File: src/rtl/ls_pkg.sv
// rtl/ls_pkg.sv - load/store opcode encodings, byte-enable constants and store queue entry type
package ls_pkg;

    // Memory-stage load/store opcodes; the load extension unit uses the same encodings
    localparam logic [3:0] LS_NONE = 4'b0000;
    localparam logic [3:0] LS_LW   = 4'b0001;
    localparam logic [3:0] LS_LH   = 4'b0010;
    localparam logic [3:0] LS_LHU  = 4'b0011;
    localparam logic [3:0] LS_LB   = 4'b0100;
    localparam logic [3:0] LS_LBU  = 4'b0101;
    localparam logic [3:0] LS_SW   = 4'b0110;
    localparam logic [3:0] LS_SH   = 4'b0111;
    localparam logic [3:0] LS_SB   = 4'b1000;

    // Byte-enable patterns; a byte store shifts BE_BYTE0 by the low address bits
    localparam logic [3:0] BE_WORD    = 4'b1111;
    localparam logic [3:0] BE_HALF_LO = 4'b0011;
    localparam logic [3:0] BE_HALF_HI = 4'b1100;
    localparam logic [3:0] BE_BYTE0   = 4'b0001;

    // One queued write: word-aligned address, lane-replicated data, byte enables
    typedef struct packed {
        logic [31:0] addr;
        logic [31:0] wdata;
        logic [3:0]  byteen;
    } st_entry_t;

    function automatic logic is_store_op(input logic [3:0] op);
        return (op == LS_SW) || (op == LS_SH) || (op == LS_SB);
    endfunction

endpackage

File: src/rtl/m_store_align.sv
// rtl/m_store_align.sv - store decode, byte-lane alignment and address-error check (M_STORE_ADES_EN enables AdES)
module m_store_align
    import ls_pkg::*;
(
    input  logic        en,
    input  logic [3:0]  ls_op,
    input  logic [31:0] addr,
    input  logic [31:0] wdata,
    output logic        st,
    output logic        exc_ades,
    output st_entry_t   entry
);

    logic is_sw;
    logic is_sh;
    logic is_sb;

    // Opcode decode
    always_comb begin
        is_sw = (ls_op == LS_SW);
        is_sh = (ls_op == LS_SH);
        is_sb = (ls_op == LS_SB);
    end

`ifdef M_STORE_ADES_EN
    // Misaligned word/half stores fault and are dropped rather than queued
    assign exc_ades = en & ((is_sw & (addr[1:0] != 2'b00)) | (is_sh & addr[0]));
`else
    // Misalignment is tolerated: low address bits the access cannot use are ignored
    assign exc_ades = 1'b0;
`endif

    assign st = en & is_store_op(ls_op) & ~exc_ades;

    // Lane placement: data is replicated across lanes so byte enables alone pick the target bytes
    always_comb begin
        entry.addr   = {addr[31:2], 2'b00};
        entry.wdata  = wdata;
        entry.byteen = BE_WORD;
        if (is_sh) begin
            entry.wdata  = {2{wdata[15:0]}};
            entry.byteen = addr[1] ? BE_HALF_HI : BE_HALF_LO;
        end else if (is_sb) begin
            entry.wdata  = {4{wdata[7:0]}};
            entry.byteen = BE_BYTE0 << addr[1:0];
        end
    end

endmodule

File: src/rtl/m_store_buf.sv
// rtl/m_store_buf.sv - M-stage store queue draining to the data bus over req/gnt (M_STORE_ADES_EN enables AdES)
module m_store_buf
    import ls_pkg::*;
#(
    parameter int DEPTH = 2
)
(
    input  logic        clk,
    input  logic        reset,
    input  logic        en_M,
    input  logic [3:0]  lsOp_M,
    input  logic [31:0] addr_M,
    input  logic [31:0] writeData_M,
    output logic        stall_M,
    output logic        excAdES_M,
    output logic        sb_empty,
    output logic [31:0] m_data_addr,
    output logic [31:0] m_data_wdata,
    output logic [3:0]  m_data_byteen,
    output logic        m_data_req,
    input  logic        m_data_gnt
);

    localparam int PW = (DEPTH > 1) ? $clog2(DEPTH) : 1;
    localparam int CW = PW + 1;
    localparam logic [CW-1:0] FULL_CNT = CW'(DEPTH);

    // Queue occupancy view; derived from the count, never stored separately
    localparam logic [1:0] SB_EMPTY   = 2'b00;
    localparam logic [1:0] SB_PARTIAL = 2'b01;
    localparam logic [1:0] SB_FULL    = 2'b10;

    logic            st;
    logic            exc_ades;
    st_entry_t       new_entry;
    st_entry_t       head_entry;

    logic [CW-1:0]   count_q, count_d;
    logic [PW-1:0]   head_q, head_d;
    logic [PW-1:0]   tail_q, tail_d;
    st_entry_t       mem_q [DEPTH];
    st_entry_t       mem_d [DEPTH];

    logic [1:0]      sb_state;
    logic            full;
    logic            push;
    logic            pop;

    m_store_align u_align (
        .en       (en_M),
        .ls_op    (lsOp_M),
        .addr     (addr_M),
        .wdata    (writeData_M),
        .st       (st),
        .exc_ades (exc_ades),
        .entry    (new_entry)
    );

    // Classify occupancy into empty / partial / full
    always_comb begin
        sb_state = SB_PARTIAL;
        if (count_q == '0) begin
            sb_state = SB_EMPTY;
        end else if (count_q == FULL_CNT) begin
            sb_state = SB_FULL;
        end
    end

    assign full       = (sb_state == SB_FULL);
    assign m_data_req = (sb_state != SB_EMPTY);
    assign sb_empty   = (sb_state == SB_EMPTY);

    // A store that meets a full queue stalls even if the head drains this cycle;
    // it is accepted on the following cycle when the count has actually dropped.
    assign push      = st & ~full;
    assign pop       = m_data_req & m_data_gnt;
    assign stall_M   = st & full;
    assign excAdES_M = exc_ades;

    // Bus side is driven purely from registered storage and pointers
    assign head_entry    = mem_q[head_q];
    assign m_data_addr   = head_entry.addr;
    assign m_data_wdata  = head_entry.wdata;
    assign m_data_byteen = head_entry.byteen;

    // Next-state for storage, pointers and count
    always_comb begin
        mem_d   = mem_q;
        head_d  = head_q;
        tail_d  = tail_q;
        count_d = count_q;
        if (push) begin
            mem_d[tail_q] = new_entry;
            tail_d        = tail_q + PW'(1);
        end
        if (pop) begin
            head_d = head_q + PW'(1);
        end
        case ({push, pop})
            2'b10:   count_d = count_q + CW'(1);
            2'b01:   count_d = count_q - CW'(1);
            default: count_d = count_q;
        endcase
    end

    // Queue state; reset discards everything at once, dropping the request asynchronously
    always_ff @(posedge clk or posedge reset) begin
        if (reset) begin
            count_q <= '0;
            head_q  <= '0;
            tail_q  <= '0;
            for (int i = 0; i < DEPTH; i++) begin
                mem_q[i] <= '0;
            end
        end else begin
            count_q <= count_d;
            head_q  <= head_d;
            tail_q  <= tail_d;
            mem_q   <= mem_d;
        end
    end

endmodule

File: config.mk
export PLATFORM = sky130hd
export DESIGN_NAME = m_store_buf
export DESIGN_NICKNAME = d
export VERILOG_FILES = /design/src/rtl/ls_pkg.sv /design/src/rtl/m_store_align.sv /design/src/rtl/m_store_buf.sv
export SDC_FILE = /design/constraint.sdc
export NUM_CORES = 1
export LEC_CHECK = 0
export ABC_AREA = 1
export ABC_CLOCK_PERIOD_IN_PS = 3650
export BUFFER_PORTS_ARGS = -buffer_cell sky130_fd_sc_hd__buf_4
export CORE_UTILIZATION = 51
export CTS_CLUSTER_DIAMETER = 50
export DETAILED_ROUTE_END_ITERATION = 8
export GPL_TIMING_DRIVEN = 0
export PLACE_DENSITY_LB_ADDON = 0.2
export SLEW_MARGIN = 0
export SYNTH_ARGS = -nofsm -noshare
export SYNTH_HDL_FRONTEND = slang
export SYNTH_HIERARCHICAL = 1
export SYNTH_SLANG_ARGS = --single-unit
File: constraint.sdc
create_clock -name clk -period 3.65 [get_ports clk]
set_input_delay 0.1825 -clock clk [delete_from_list [all_inputs] [get_ports clk]]
set_output_delay 0.1825 -clock clk [all_outputs]
set_load 0.02 [all_outputs]
==> results of run 1 <==
==> worst max-delay path, cell delays in order <==
cell	delay, ns
buf_4	0.08
inv_1	0.07
nor2_4	0.26
nand2_4	0.13
buf_6	0.17
a21boi_1	0.23
buf_4	0.21
clkbuf_1	0.43
inv_1	0.08
nor2_1	0.17
buf_4	0.17
==> power breakdown <==
group          switching [mW]  internal (mW)  total (mW)
clock                   0.661           1.35        2.01
combinational            2.61           1.46        4.07
sequential              0.388           2.29        2.68
total                    3.66           5.10        8.76
==> registers in the layout, indices dropped and copies added (netlist names) <==
signal	count
head_q	1
count_q	2
mem_q	136
tail_q	1
==> placed cells by master (no fill, tap or decap), drive strengths merged <==
master	Yosys	layout
nand2	546	546
dfrtp	140	140
o21ai	11	11
clkinvlp	0	2
bufinv	0	6
nand3	30	30
inv	29	28
buf	95	210
ha	1	1
clkinv	1	5
dlygate4sd3	0	1
nor2	6	6
nand4	138	138
clkbuf	26	47
a21boi	1	1
conb	1	3
xnor2	1	1
==> worst max path at each step <==
stage                                   to  slack [ns]  depth (start not counted)
floorplan           count_q[0]$_DFFE_PP0P_        1.72                          1
global placement     mem_q[33]$_DFFE_PP0P_        0.80                          2
detailed placement  count_q[1]$_DFFE_PP0P_        1.31                         14
CTS                                stall_M        1.35                         11
global route                       stall_M        1.21                         11
finish                             stall_M        1.28                         11
==> layer usage <==
layer  wire, µm  up-vias  part of all wire  track usage
li1           -     3565                 -            -
met4        509        0             0.023       0.1116
met2      10460      367              0.47       0.4506
met5          0        -                 0            0
met1       9613     3539              0.43       0.4249
met3       1787       40             0.080      0.06364
==> cell families after synthesis <==
family | count (synthesis)
AND/OR/NAND/NOR | 720
buffers and inverters | 151
flip-flops | 140
AO/OA/AOI/OAI | 12
XOR/XNOR | 1
adder cells (fa/ha/maj) | 1
other | 1
==> metrics by stage <==
stage / setup WS, ns / instances / util
after floorplan: 1.718 / 1028 / -
after CTS: 1.354 / 1360 / 0.6501
after global routing: 1.206 / 1360 / 0.6501
after global placement: 0.8002 / 1324 / 0.5976
final: 1.278 / 1360 / 0.6501
after detailed placement: 1.313 / 1327 / 0.6018
==> layout make-up <==
cell class	count	area, µm²	area share
timing repair buffer	116	910.9	0.09641
sequential	140	3503	0.3708
clock buffer	21	480.5	0.05085
inverter	30	116.4	0.01232
clock inverter	11	211.5	0.02238
tap	184	230.2	0.02437
multi-input combinational	737	3236	0.3425
buffer	121	759.5	0.08039
==> results.cfg, run 1 <==
[floorplanning]
die_width_um = 124.1
start_util = 0.5232
core.rowCount = 44
die-area_um2 = 15400
die_h_um = 124.1
core-area_um2 = 14530
io_pins = 144

[logic_synthesis]
synth_area_leaders = dfrtp_1, nand2_1, nand4_1
synth_area_leader_cell = dfrtp_1
synthCells = 1026
synth_compound_area_frac = 0.008228
syn_area_um2 = 7604
ys_ff_latch = 140
synth-edff-count = 0
netlist.area_leader.share = 0.4608
synth_fa_ha_area_frac = 0.001646
synth_seq_area_share = 0.4608
synth_cell_types = 20
synth_common_cells = nand2_1, dfrtp_1, nand4_1
synthXorXnorAreaFrac = 0.001152
syn_avg_cell_area_um2 = 7.411
async_flop_share = 1.000
synth-simple-area-share = 0.4130
ys_dominant_reg_cell = dfrtp_1
yosys_warnings = 6
muxShareOfSynthArea = 0
synth.most_common_cell = nand2_1
synth_top_family_by_area = simple AND/OR/NAND/NOR gates

[setup_path]
startpoint = lsOp_M[3]
reg2reg_to = count_q[1]$_DFFE_PP0P_
crit_fanout = 10
r2r_slack_ns = 2.10
critPathKind = in -> out
reg2reg_depth = 9
worstPathRequired_ns = 3.47
r2r_start = count_q[0]$_DFFE_PP0P_
startpoint_type = primary input
cp-end-kind = output port
arrival_ns = 2.19

[global_routing]
grt_pass1_vias = 6727
grt_max_degree = 43
grt_usage = 0.2999
grt_overflow = 0
antenna_found_initial = 0
grt_pass1_wl_um = 34800

[finish]
n_antenna_cell = 0
n_fill_cell = 1273
area_growth_pct = 24.26
finalNetCount = 1236
post-route-cell-area_um2 = 9448
drive_above_1_share = 0.2143

[place]
routabilityCongestion = 0.9243
portBuffers = 112
dp_hpwl_um = 15540
postPlaceCellArea_um2 = 8746

[clocking]
clk_latency_ns = 0.43
clkTransAtPathRegs_ns = 0.06
cts_resized = 0
numCtsBuffers = 17
hold_buffers = 1
cts_setup_buffers = 0
cts_tree = yes
htreeDepth = 4
cts_sinks = 140
clk_path_buf_depth = 2
cts-root-buf = clkbuf_16

[route]
drc = 0
drt-initial-drc-count = 903
num_vias = 7511
viasPerCell = 5.523
ant_nets = 0
wirelength_um = 22370
drt-wirelength-per-cell_um = 16.45
first_pass_iters = 7

[timing]
final-hold-violation-count = 0
whs_ns = 0.009464
timing.final.crit_share = 0.6498
tns_ns = 0
min_period_ns = 2.372
setup_violations = 0
timing.fmax_ghz = 0.4216
finClkSkew_ns = 0.006411
rsz0062_at_grt = false
slew_violations = 0
maxSlewHeadroom = 0.5147
worst_slew_pin_slew_ns = 0.7265

[min_path]
min_delay_worst_endpoint = mem_q[119]$_DFFE_PP0P_
worstHoldStart = addr_M[15]
min_path_cells = 3
min_path_type = in -> reg

[pwr]
power.total_mw = 8.755
p_leak_nw = 5.341
peakVddDrop_v = 0.0004891
power_density_nw_per_um2 = 926.7

[status]
outcome = finished clean

[run]
maxCapViolCount = 0
Note: power is estimated with default switching activity, not from simulation.
==> run 2: changes to the inputs <==
--- a/config.mk
+++ b/config.mk
@@ -6,7 +6,7 @@
 export NUM_CORES = 1
 export LEC_CHECK = 0
 export ABC_AREA = 1
-export ABC_CLOCK_PERIOD_IN_PS = 3650
+export ABC_CLOCK_PERIOD_IN_PS = 1900
 export BUFFER_PORTS_ARGS = -buffer_cell sky130_fd_sc_hd__buf_4
 export CORE_UTILIZATION = 51
 export CTS_CLUSTER_DIAMETER = 50
==> constraint.sdc (replaced) <==
create_clock -name clk -period 1.9 [get_ports clk]
set_input_delay 0.095 -clock clk [delete_from_list [all_inputs] [get_ports clk]]
set_output_delay 0.095 -clock clk [all_outputs]
set_load 0.02 [all_outputs]
==> results.cfg, run 2 (same netlist as run 1, synthesis figures left out) <==
[status]
outcome = finished clean

[clocking]
clk_latency_ns = 0.43
cts_tree = yes
cts_sinks = 140
clk_path_buf_depth = 2
cts-root-buf = clkbuf_16
clkTransAtPathRegs_ns = 0.06
htreeDepth = 4
numCtsBuffers = 17

[floorplanning]
start_util = 0.5232
core-area_um2 = 14530
io_pins = 144
die_h_um = 124.1
die_width_um = 124.1
core.rowCount = 44
die-area_um2 = 15400

[route]
viasPerCell = 5.516
num_vias = 7689
drt-wirelength-per-cell_um = 16.38
wirelength_um = 22830
first_pass_iters = 5
drc = 0
ant_nets = 0
drt-initial-drc-count = 864

[pwr]
power_density_nw_per_um2 = 1729
peakVddDrop_v = 0.0009448
p_leak_nw = 5.523

[timing]
finClkSkew_ns = 0.006650
maxSlewHeadroom = 0.5215
timing.final.crit_share = 0.9939
tns_ns = 0
fin_ws_ns = 0.01156
timing.fmax_ghz = 0.5295
setup_violations = 0
slew_violations = 0
worst_slew_pin_slew_ns = 0.7162
rsz0062_at_grt = true
final-hold-violation-count = 0
min_period_ns = 1.888

[finish]
final_common_cell = nand2_1
final_util = 0.6753
largest_register_ffs = 136
area_growth_pct = 29.08
n_antenna_cell = 0
finalNetCount = 1270
drive_above_1_share = 0.2190
reg.largest.list = mem_q x136, count_q x2
n_fill_cell = 1227
post-route-cell-area_um2 = 9814
regMostFlops = mem_q
layout_common_cells = nand2_1, buf_4, dfrtp_1

[setup_path]
arrival_ns = 1.79
critPathKind = in -> out
r2r_start = count_q[0]$_DFFE_PP0P_
worstPathRequired_ns = 1.80
crit_fanout = 10
startpoint_type = primary input
startpoint = lsOp_M[3]
cp-end-kind = output port

[min_path]
worstHoldStart = writeData_M[6]
min_path_type = in -> reg

[place]
portBuffers = 112
dp_hpwl_um = 15540
routabilityCongestion = 0.9243
place_ws_ns = -0.3497
postPlaceCellArea_um2 = 8746

[global_routing]
grt_usage = 0.3034
grt_overflow = 0
grt_max_degree = 43
grt_pass1_wl_um = 35220
antenna_found_initial = 0
grt_pass1_vias = 6847

[run]
maxCapViolCount = 0
run 2: cell types whose count changed in the layout (fill, tap and decap cells not counted), sizes merged:
cell         before  now
dlygate4sd3       1   32
buf             210  214
clkbuf           47   46
run 2: layout make-up:
cell class                      count  area (µm²)  area share
Multi-Input combinational cell    737        3236      0.3297
Clock buffer                       21       480.5     0.04895
Clock inverter                     11       211.5     0.02155
Tap cell                          184       230.2     0.02346
Sequential cell                   140        3503      0.3570
Buffer                            120       783.3     0.07981
Inverter                           30       118.9     0.01211
Timing Repair Buffer              151        1251      0.1275
run 2: per-stage QoR:
step | instances | hold slack [ns] | total power [mW]
after CTS | 1390 | 0.06362 | 16.88
after detailed placement | 1327 | 0.2476 | 12.90
after global placement | 1324 | 0.3554 | 12.73
final | 1394 | 0.05911 | 16.97
after floorplan | 1028 | 0.2427 | 9.911
after global routing | 1394 | 0.07425 | 18.01
run 2: where the power goes:
part	switching (mW)	internal [mW]	leakage (nW)
clock network	1.29	2.60	0.339
registers	0.750	4.39	1.76
logic	5.04	2.90	3.42
total	7.08	9.89	5.52
run 2: metal layers:
metal  global-route usage  up-vias  wire, µm
met4               0.1131        0       520
li1                     -     3638         -
met5                    0        -         0
met2               0.4579      381     10630
met1               0.4290     3623      9809
met3              0.06319       47      1870
run 2: worst max-delay path, cell delays in order:
cell      delay, ns
buf_4          0.08
inv_1          0.07
nor2_4         0.20
nand2_4        0.11
buf_6          0.17
a21boi_1       0.24
buf_4          0.21
buf_2          0.24
inv_1          0.06
nor2_1         0.15
buf_4          0.17
run 2: timing repair:
item / in CTS / in global routing
endpoints found under the setup margin: 50 / 43
hold buffers: 32 / 0
pin swaps: 0 / 2
hold endpoints to repair: 91 / 0
resized for setup: 7 / 19
setup buffers: 0 / 4
run 2: path summary, 6_finish.rpt:
| check | slack (ns) | cells after the start | endpoint |
|---|---|---|---|
| hold / removal | 0.06 | 4 | mem_q[78]$_DFFE_PP0P_ |
| setup / recovery | 0.01 | 11 | stall_M |
| min in group asynchronous | 0.34 | 3 | mem_q[63]$_DFFE_PP0P_ |
| max in group asynchronous | 0.67 | 5 | mem_q[23]$_DFFE_PP0P_ |
| setup reg to reg | 0.36 | 9 | count_q[1]$_DFFE_PP0P_ |
| hold reg to reg | 0.47 | 2 | mem_q[124]$_DFFE_PP0P_ |
==> run 3: changes to the inputs <==
--- a/config.mk
+++ b/config.mk
@@ -6,9 +6,11 @@
 export NUM_CORES = 1
 export LEC_CHECK = 0
 export ABC_AREA = 1
-export ABC_CLOCK_PERIOD_IN_PS = 1900
+export ABC_CLOCK_PERIOD_IN_PS = 2050
 export BUFFER_PORTS_ARGS = -buffer_cell sky130_fd_sc_hd__buf_4
-export CORE_UTILIZATION = 51
+export CELL_PAD_IN_SITES_DETAIL_PLACEMENT = 0
+export CELL_PAD_IN_SITES_GLOBAL_PLACEMENT = 2
+export CORE_UTILIZATION = 32
 export CTS_CLUSTER_DIAMETER = 50
 export DETAILED_ROUTE_END_ITERATION = 8
 export GPL_TIMING_DRIVEN = 0
==> constraint.sdc (replaced) <==
create_clock -name clk -period 2.05 [get_ports clk]
set_input_delay 0.1025 -clock clk [delete_from_list [all_inputs] [get_ports clk]]
set_output_delay 0.1025 -clock clk [all_outputs]
set_load 0.02 [all_outputs]
==> results.cfg, run 3 (same netlist as run 1, synthesis figures left out) <==
[route]
first_pass_iters = 5
viasPerCell = 4.733
ant_nets = 0
drt-initial-drc-count = 507
drt-wirelength-per-cell_um = 16.90
drc = 0
wirelength_um = 25860
num_vias = 7242

[timing]
maxSlewHeadroom = 0.5452
setup_violations = 0
final-hold-violation-count = 0
rsz0062_at_grt = false
min_period_ns = 1.907
finClkSkew_ns = 0.01127
timing.fmax_ghz = 0.5243
tns_ns = 0
timing.final.crit_share = 0.9305
slew_violations = 0
whs_ns = 0.07222
worst_slew_pin_slew_ns = 0.6808

[status]
outcome = finished clean

[finish]
finalNonFillerCells = 1530
regMostFlops = mem_q
register_area_um2 = 3503
drive_above_1_share = 0.2147
n_fill_cell = 2547
final_common_cell = nand2_1
finalNetCount = 1273
area_growth_pct = 30.41
largest_register_ffs = 136
final_util = 0.4237
layout_common_cells = nand2_1, buf_4, dfrtp_1
reg.largest.list = mem_q x136, count_q x2
multiInputGateArea_um2 = 3236
n_antenna_cell = 0

[setup_path]
crit_path_cell_trace = buf_2 > clkbuf_4 > clkbuf_4 > nand2_1 > nand2_1 > buf_4
reg2reg_depth = 9
arrival_ns = 1.80
worstSetupPathDepth = 6
cp-end-kind = output port
critPathMaxStageDelay_ns = 0.31
crit_path_end = m_data_wdata[14]
startpoint = head_q$_DFFE_PP0P_
r2r_start = count_q[0]$_DFFE_PP0P_
cpMaxStageDelayCell = dfrtp_1
reg2reg_to = count_q[1]$_DFFE_PP0P_
crit_family = buffers and inverters
timing.critical_path.buf_inv = 4
critPathKind = reg -> out
worstPathRequired_ns = 1.95
r2r_slack_ns = 0.53
crit_fanout = 10
startpoint_type = flop

[floorplanning]
core.rowCount = 56
io_pins = 144
die-area_um2 = 24380
die_h_um = 156.1
start_util = 0.3249
core-area_um2 = 23400
die_width_um = 156.1

[clocking]
clk_path_buf_depth = 2
cts_sinks = 140
numCtsBuffers = 17
clk_latency_ns = 0.43
cts-root-buf = clkbuf_16
htreeDepth = 4
cts_tree = yes
clkTransAtPathRegs_ns = 0.07

[global_routing]
grt_overflow = 0
grt_max_degree = 34
grt_pass1_vias = 7078
grt_usage = 0.2196
antenna_found_initial = 0
grt_pass1_wl_um = 40300

[pwr]
peakVddDrop_v = 0.0005581
p_leak_nw = 5.474
power_density_nw_per_um2 = 1552
power.total_mw = 15.39

[place]
portBuffers = 112
routabilityCongestion = 0.7931
dp_hpwl_um = 18620
dp_cells = 1463

[min_path]
min_path_type = in -> reg

[run]
maxCapViolCount = 0
==> run 3: layout make-up <==
cell class	instances	share of cell area
clock buffer	19	0.04366
multi-input combinational	737	0.3263
sequential	140	0.3533
inverter	30	0.01174
buffer	119	0.07710
timing repair buffer	155	0.1305
clock inverter	11	0.01716
tap	319	0.04025
==> run 3: layer usage <==
metal,global-route usage,routed length (µm),vias to the layer above
li1,-,-,3626
met1,0.3030,12280,3406
met4,0.04809,231,0
met5,0,0,-
met2,0.3665,12280,193
met3,0.02722,1074,17
==> run 3: what timing repair did <==
item,in CTS,in global routing
pin swaps,0,2
setup buffers,0,7
setup endpoints to repair,11,26
gates resized for setup,2,9
cloned,0,0
hold buffers,32,0
hold endpoints to repair,88,0
==> run 3: how the worst min path moves through the flow <==
stage | slack [ns] | cells after the start | end | startpoint
detailed placement | 0.25 | 2 | mem_q[130]$_DFFE_PP0P_ | reset
global route | 0.1 | 4 | mem_q[77]$_DFFE_PP0P_ | writeData_M[5]
floorplan | 0.25 | 2 | head_q$_DFFE_PP0P_ | m_data_gnt
global placement | 0.36 | 3 | mem_q[133]$_DFFE_PP0P_ | addr_M[29]
CTS | 0.07 | 4 | mem_q[78]$_DFFE_PP0P_ | writeData_M[6]
finish | 0.07 | 4 | mem_q[78]$_DFFE_PP0P_ | writeData_M[6]
==> run 3: tightest hold or removal path: cells and delay by family <==
kind	cells	cell delay [ns]
buf+inv	2	0.21
simple gates	2	0.16
==> run 3: stage by stage <==
step,cell area (µm²),worst slack [ns]
floorplan,7615,0.1984
global route,9916,0.02845
detailed placement,8935,-0.1558
finish,9916,0.1425
global placement,8855,-0.9348
CTS,9852,0.003591
==> run 3: power breakdown <==
part,switching [mW],total [mW],internal (mW)
clock network,1.22,3.24,2.02
logic,4.75,7.41,2.66
registers,0.665,4.74,4.07
total,6.63,15.4,8.76
